`config.mk`:
```
export PLATFORM = sky130hd
export DESIGN_NAME = cnn_window_gen
export DESIGN_NICKNAME = d
export VERILOG_FILES = /design/src/rtl/cnn_pkg.sv /design/src/rtl/cnn_line_buf.sv /design/src/rtl/cnn_window_gen.sv
export SDC_FILE = /design/constraint.sdc
export NUM_CORES = 1
export LEC_CHECK = 0
export ABC_AREA = 1
export CAP_MARGIN = 20
export CORE_MARGIN = 2
export CORE_UTILIZATION = 59
export CTS_BUF_LIST = sky130_fd_sc_hd__clkbuf_2
export CTS_CLUSTER_DIAMETER = 30
export DETAILED_ROUTE_END_ITERATION = 8
export GPL_TIMING_DRIVEN = 0
export HOLD_SLACK_MARGIN = 0.1
export PLACE_DENSITY = 0.77
export SLEW_MARGIN = 30
export SYNTH_ARGS = -nofsm -noshare
export SYNTH_HDL_FRONTEND = slang
export SYNTH_SLANG_ARGS = --single-unit
```
`constraint.sdc`:
```
create_clock -name clk -period 3.5 [get_ports clk]
set_clock_uncertainty 0.2 [all_clocks]
set_input_delay 0.525 -clock clk [delete_from_list [all_inputs] [get_ports clk]]
set_output_delay 0.525 -clock clk [all_outputs]
set_load 0.02 [all_outputs]
```
`src/rtl/cnn_pkg.sv`:
```
// cnn_pkg: shared CNN defaults, window FSM encoding and counter width helper
package cnn_pkg;
  localparam int KX_DEF = 3;
  localparam int KY_DEF = 3;
  localparam int I_F_BW_DEF = 8;
  typedef enum logic {S_FILL = 1'b0, S_RUN = 1'b1} win_state_e;
  function automatic int cw(input int n);
    return n > 1 ? $clog2(n) : 1;
  endfunction
endpackage

```
`src/rtl/cnn_line_buf.sv`:
```
// cnn_line_buf: one image row, read and written at the same column (read returns the previous row)
module cnn_line_buf
  import cnn_pkg::*;
#(
  parameter int DEPTH = 32,
  parameter int W = I_F_BW_DEF,
  localparam int AW = cw(DEPTH)
) (
  input  logic          clk,
  input  logic          we_i,
  input  logic [AW-1:0] addr_i,
  input  logic [W-1:0]  din_i,
  output logic [W-1:0]  dout_o
);
  logic [W-1:0] mem_q [DEPTH];
  assign dout_o = mem_q[addr_i];
  always_ff @(posedge clk) begin
    if (we_i) mem_q[addr_i] <= din_i;
  end
endmodule

```
`src/rtl/cnn_window_gen.sv`:
```
// cnn_window_gen: raster pixel stream to stride-1 KYxKX windows, latency 1
// CNN_WIN_STATUS_EN adds o_frame_done and o_win_cnt frame status outputs
module cnn_window_gen
  import cnn_pkg::*;
#(
  parameter int KX = KX_DEF,
  parameter int KY = KY_DEF,
  parameter int I_F_BW = I_F_BW_DEF,
  parameter int IW = 32,
  parameter int IH = 32
`ifdef CNN_WIN_STATUS_EN
  ,
  localparam int WCW = $clog2((IH-KY+1)*(IW-KX+1)+1)
`endif
) (
  input  logic                     clk,
  input  logic                     reset,
  input  logic                     i_in_valid,
  input  logic [I_F_BW-1:0]        i_in_pixel,
  output logic                     o_ot_valid,
  output logic [KX*KY*I_F_BW-1:0]  o_ot_fmap
`ifdef CNN_WIN_STATUS_EN
  ,
  output logic                     o_frame_done,
  output logic [WCW-1:0]           o_win_cnt
`endif
);
  localparam int CW = cw(IW);
  localparam int RW = cw(IH);
  win_state_e state_q, state_d;
  logic [CW-1:0] col_q, col_d;
  logic [RW-1:0] row_q, row_d;
  logic [I_F_BW-1:0] win_q [KY][KX];
  logic [I_F_BW-1:0] win_d [KY][KX];
  logic [I_F_BW-1:0] col_in [KY];
  logic [I_F_BW-1:0] lb_rd [KY-1];
  logic [KX*KY*I_F_BW-1:0] fmap_d;
  logic eol, eof, emit;
  // Buffers cascade: buffer g holds row r-1-g and is refilled with row r-g at the same column.
  for (genvar g = 0; g < KY-1; g++) begin : g_lb
    cnn_line_buf #(.DEPTH(IW), .W(I_F_BW)) u_lb (
      .clk    (clk),
      .we_i   (i_in_valid & ~reset),
      .addr_i (col_q),
      .din_i  (col_in[KY-1-g]),
      .dout_o (lb_rd[g])
    );
  end
  always_comb begin
    eol = col_q == CW'(IW-1);
    eof = eol && row_q == RW'(IH-1);
    emit = i_in_valid && state_q == S_RUN && col_q >= CW'(KX-1);
    col_d = !i_in_valid ? col_q : eol ? '0 : col_q + 1'b1;
    row_d = !(i_in_valid && eol) ? row_q : eof ? '0 : row_q + 1'b1;
    state_d = state_q;
    if (i_in_valid && eol)
      state_d = state_q == S_FILL ? (row_q == RW'(KY-2) ? S_RUN : S_FILL) : (eof ? S_FILL : S_RUN);
    col_in[KY-1] = i_in_pixel;
    for (int k = 0; k < KY-1; k++) col_in[k] = lb_rd[KY-2-k];
    win_d = win_q;
    if (i_in_valid) begin
      for (int y = 0; y < KY; y++) begin
        for (int x = 0; x < KX-1; x++) win_d[y][x] = win_q[y][x+1];
        win_d[y][KX-1] = col_in[y];
      end
    end
    for (int y = 0; y < KY; y++)
      for (int x = 0; x < KX; x++) fmap_d[(y*KX+x)*I_F_BW +: I_F_BW] = win_d[y][x];
  end
  always_ff @(posedge clk) begin
    if (reset) begin
      state_q <= S_FILL;
      col_q <= '0;
      row_q <= '0;
      win_q <= '{default: '0};
      o_ot_valid <= 1'b0;
      o_ot_fmap <= '0;
    end else begin
      state_q <= state_d;
      col_q <= col_d;
      row_q <= row_d;
      win_q <= win_d;
      o_ot_valid <= emit;
      if (emit) o_ot_fmap <= fmap_d;
    end
  end
`ifdef CNN_WIN_STATUS_EN
  // Count drops to zero the cycle after the frame's last window is shown.
  always_ff @(posedge clk) begin
    if (reset) begin
      o_frame_done <= 1'b0;
      o_win_cnt <= '0;
    end else begin
      o_frame_done <= emit && eof;
      o_win_cnt <= o_frame_done ? '0 : emit ? o_win_cnt + 1'b1 : o_win_cnt;
    end
  end
`endif
endmodule

```
==> summary.md <==
| Metric | Value |
|---|---|
| Status | complete, no violations |
| Startpoint types | flip-flop |
| RSZ-0062 raised after global routing | false |
| Worst-Skew Late Latency | 1.42 ns |
| Relative slew slack | 0.360 |
| Starting Density | 0.599 |
| Dpl hpwl | 55800 µm |
| Combinational share of power | 0.097 |
| Clk sinks | 673 |
| Overall routing resource usage | 0.353 |
| Final Core Density | 0.687 |
| WP buf/inv | 2 |
| Initial DRT Pass Iterations | 7 |
| H-tree levels | 4 |
| Final number of max-transition violations | 0 |
| Seq/Total Area, Yosys | 0.699 |
| Vias in the first global route | 19400 |
| Largest stage delay, worst path | 0.61 ns |
| Die ar. | 46800 µm² |
| RePlAce Congestion | 0.945 |
| WL/cell | 23.8 µm |
| Crit-path max FO | 32 |
| Max IR drop VDD | 0.393 mV |
| Delay-heaviest family, CP | simple AND/OR/NAND/NOR gates |
| FF+latch count, synth | 673 |
| Hold Crit Class | reg -> reg |
| Worst R2R Path Depth | 7 |
| Clk pin slew, worst setup/hold paths | 0.12 ns |
| Initial antenna violation count | 4 |
| Worst Hold Launch | win_q[20]$_SDFF_PP0_ |
| Critical-path cell with the highest stage delay | and2_2 |
| DRT antenna net count | 0 |
| Core Rows | 77 |
| WHS Path Cells | 2 |
| Pin count of the biggest net entering global routing | 33 |
| First-pass GRT wire length | 118000 µm |
| Top-Level Pins | 84 |
| Final min period | 3.30 ns |
| 1st-iter DRT viols | 2656 |
| Detailed-route via count | 20300 |
| Die Wd | 216 µm |
| Final setup violation count | 0 |
| NetSw | 4.36 mW |
| Tcrit/Tclk final | 0.943 |
| Flop-to-flop setup slack | 0.20 ns |
| Root Buffer | clkbuf_2 |
| Yosys warning count | 0 |
| Slew @ Worst Pin | 0.960 ns |
| R2r endpoint | g_lb[1].u_lb.mem_q[9][4]$_DFFE_PP_ |
| Net count reported at finish | 2719 |
| Cell Chain, Critical Path | clkbuf_2 -> buf_1 -> nand3_1 -> nand2_1 -> nand2_1 -> nand3_1 -> and2_2 |
| Register share of total power | 0.553 |
| Gr ovfl total | 0 |
| Crit Path Class | reg -> reg |
| Clock buffer depth | 3 |
| # DRC | 0 |
| Chip Height | 216 µm |
| CP Capture Type | flip-flop |
| PortBufs | 82 |
| Sw frac | 0.274 |
| Int Pwr | 11.6 mW |
| Arrival time at the worst endpoint | 4.17 ns |
| Drt total wl | 81200 µm |
| Hold endpoint | win_q[20]$_SDFF_PP0_ |
| CP required | 4.37 ns |
| Synthesized net count | 2432 |
| Hold Vio Cnt, Final | 0 |
| Synth-to-Final Area Change | 14.7% |
| DR vias/cell | 5.92 |
| Final TNS setup | 0 ns |
| Syn avg cell area | 11.0 µm² |
| Cell variety after synth | 23 |
| CTS tree | built |
| Leakage power figure | 11.5 nW |
| Filler cell count | 3299 |
| Post-Syn Instances | 2413 |
| Max Cap Violations | 0 |
| CORE AREA | 44400 µm² |
| Layout cells sized above 1 | 0.163 |
| Pwr Density | 521 nW/µm² |
| Clk pwr share | 0.350 |
| Max Freq | 303 MHz |
| Mapped cell area | 26600 µm² |
| Num CTS Buffers | 164 |
cells in the mapped netlist (all sizes together):
cell | number | area [µm²]
dfxtp | 161 | 3220
nand3 | 458 | 2290
mux2i | 22 | 220
inv | 53 | 199
ha | 8 | 100
a211oi | 58 | 686
edfxtp | 512 | 15400
and2 | 8 | 50.1
nor3 | 5 | 25.0
buf | 102 | 517
or3 | 1 | 6.26
clkbuf | 52 | 195
a21oi | 19 | 95.1
xor2 | 2 | 17.5
nor4 | 1 | 6.26
nor2 | 192 | 723
o21ai | 36 | 180
nand2 | 723 | 2710
final cells by class:
type                            instances  area [µm²]  area share
Sequential cell                       673       18600       0.609
Multi-Input combinational cell       1533        7320       0.240
Timing Repair Buffer                  121        1330      0.0434
Clock buffer                          241        1210      0.0395
Tap cell                              592         741      0.0243
Buffer                                154         713      0.0234
Clock inverter                         49         422      0.0138
Inverter                               53         199     0.00652
Antenna cell                            3        7.51    0.000246
logic make-up after synthesis:
group / count (synthesis) / synth area share
DFF: 673 / 0.699
adders and majority gates: 8 / 0.00376
AOI/OAI and AO/OA: 113 / 0.0361
xor gates and xnor gates: 2 / 0.000658
buffers and inverters: 207 / 0.0342
and+or+nand+nor: 1388 / 0.218
muxes: 22 / 0.00827
power groups by stage:
stage | sequential [mW] | clock (mW) | combinational, mW
global route | 8.82 | 6.00 | 1.63
detailed placement | 8.99 | 0 | 1.46
finish | 8.81 | 5.57 | 1.54
global placement | 9.00 | 0 | 1.38
floorplan | 8.98 | 0 | 0.793
CTS | 8.81 | 5.59 | 1.50
metrics by stage:
| step | total power [mW] | setup slack [ns] | instances | hold WS, ns | area [µm²] |
|---|---|---|---|---|---|
| final | 15.9 | 0.199 | 3419 | 0.307 | 30500 |
| after global routing | 16.5 | 0.122 | 3417 | 0.265 | 30500 |
| after CTS | 15.9 | 0.110 | 3416 | 0.186 | 30500 |
| after detailed placement | 10.5 | -0.137 | 3106 | 0.284 | 28700 |
| after global placement | 10.4 | -0.690 | 3087 | 0.276 | 28200 |
| after floorplan | 9.77 | 0.787 | 2413 | 0.256 | 26600 |
sequential cells by signal, indices dropped and copies added, names as in the netlist, named ones only:
name / count
col_q: 5
g_lb.u_lb.mem_q: 512
o_ot_fmap: 72
o_ot_valid: 1
row_q: 5
state_q: 1
win_q: 72
worst max-delay path by stage:
stage,start,endpoint,slack [ns],cells after the start
3_5_place_dp,i_in_valid,g_lb[0].u_lb.mem_q[27][0]$_DFFE_PP_,-0.14,6
5_1_grt,flip-flop,g_lb[1].u_lb.mem_q[13][6]$_DFFE_PP_,0.12,11
3_3_place_gp,i_in_valid,g_lb[1].u_lb.mem_q[15][0]$_DFFE_PP_,-0.69,5
2_1_floorplan,i_in_valid,g_lb[0].u_lb.mem_q[15][0]$_DFFE_PP_,0.79,5
6_report,flip-flop,g_lb[1].u_lb.mem_q[9][4]$_DFFE_PP_,0.20,7
4_1_cts,flip-flop,g_lb[1].u_lb.mem_q[9][4]$_DFFE_PP_,0.11,7
repair_timing:
item                                    4_1_cts  5_1_grt
hold endpoints to repair                    404        0
hold buffers                                 20        0
endpoints found under the setup margin      151      118
setup buffers                                 0        0
gates resized for setup                       5        2
worst reg2reg max path, cell delays in order, from the launching register on:
cell and delay, ns:
dfxtp_1 0.39, clkbuf_2 0.36, buf_1 0.61, nand3_1 0.40, nand2_1 0.16, nand2_1 0.10
nand3_1 0.14, and2_2 0.61
per-layer routing:
metal  part of all wire  vias to the layer above  wire [µm]  GRT usage
li1                   -                     9026          -          -
met1               0.39                     9801      31600      0.491
met2               0.45                     1271      36900      0.528
met3               0.13                      153      10400      0.105
met4              0.027                        6       2220      0.134
met5            0.00050                        -         41          0
cells in the final DEF, fill, tap and decap left out, types with 4 or more instances in the layout:
cell,Yosys,layout
nand2_1,723,723
edfxtp_1,512,512
nand3_1,458,458
clkbuf_2,0,242
dfxtp_1,161,161
nor2_1,191,159
clkdlybuf4s50_1,0,74
buf_2,65,73
clkbuf_1,52,51
a211oi_2,50,50
inv_1,49,49
o21ai_0,36,36
buf_1,30,30
clkinv_1,0,25
nor2_4,0,22
mux2i_1,22,22
a21oi_1,19,19
dlygate4sd3_1,0,19
buf_6,7,15
nor2_2,1,11
clkinv_2,0,9
a211oi_1,8,8
ha_1,8,8
bufinv_16,0,8
inv_2,4,7
buf_16,0,6
nor3_1,5,5
and2_4,0,5
buf_8,0,4
(Power assumes the default switching activity.)
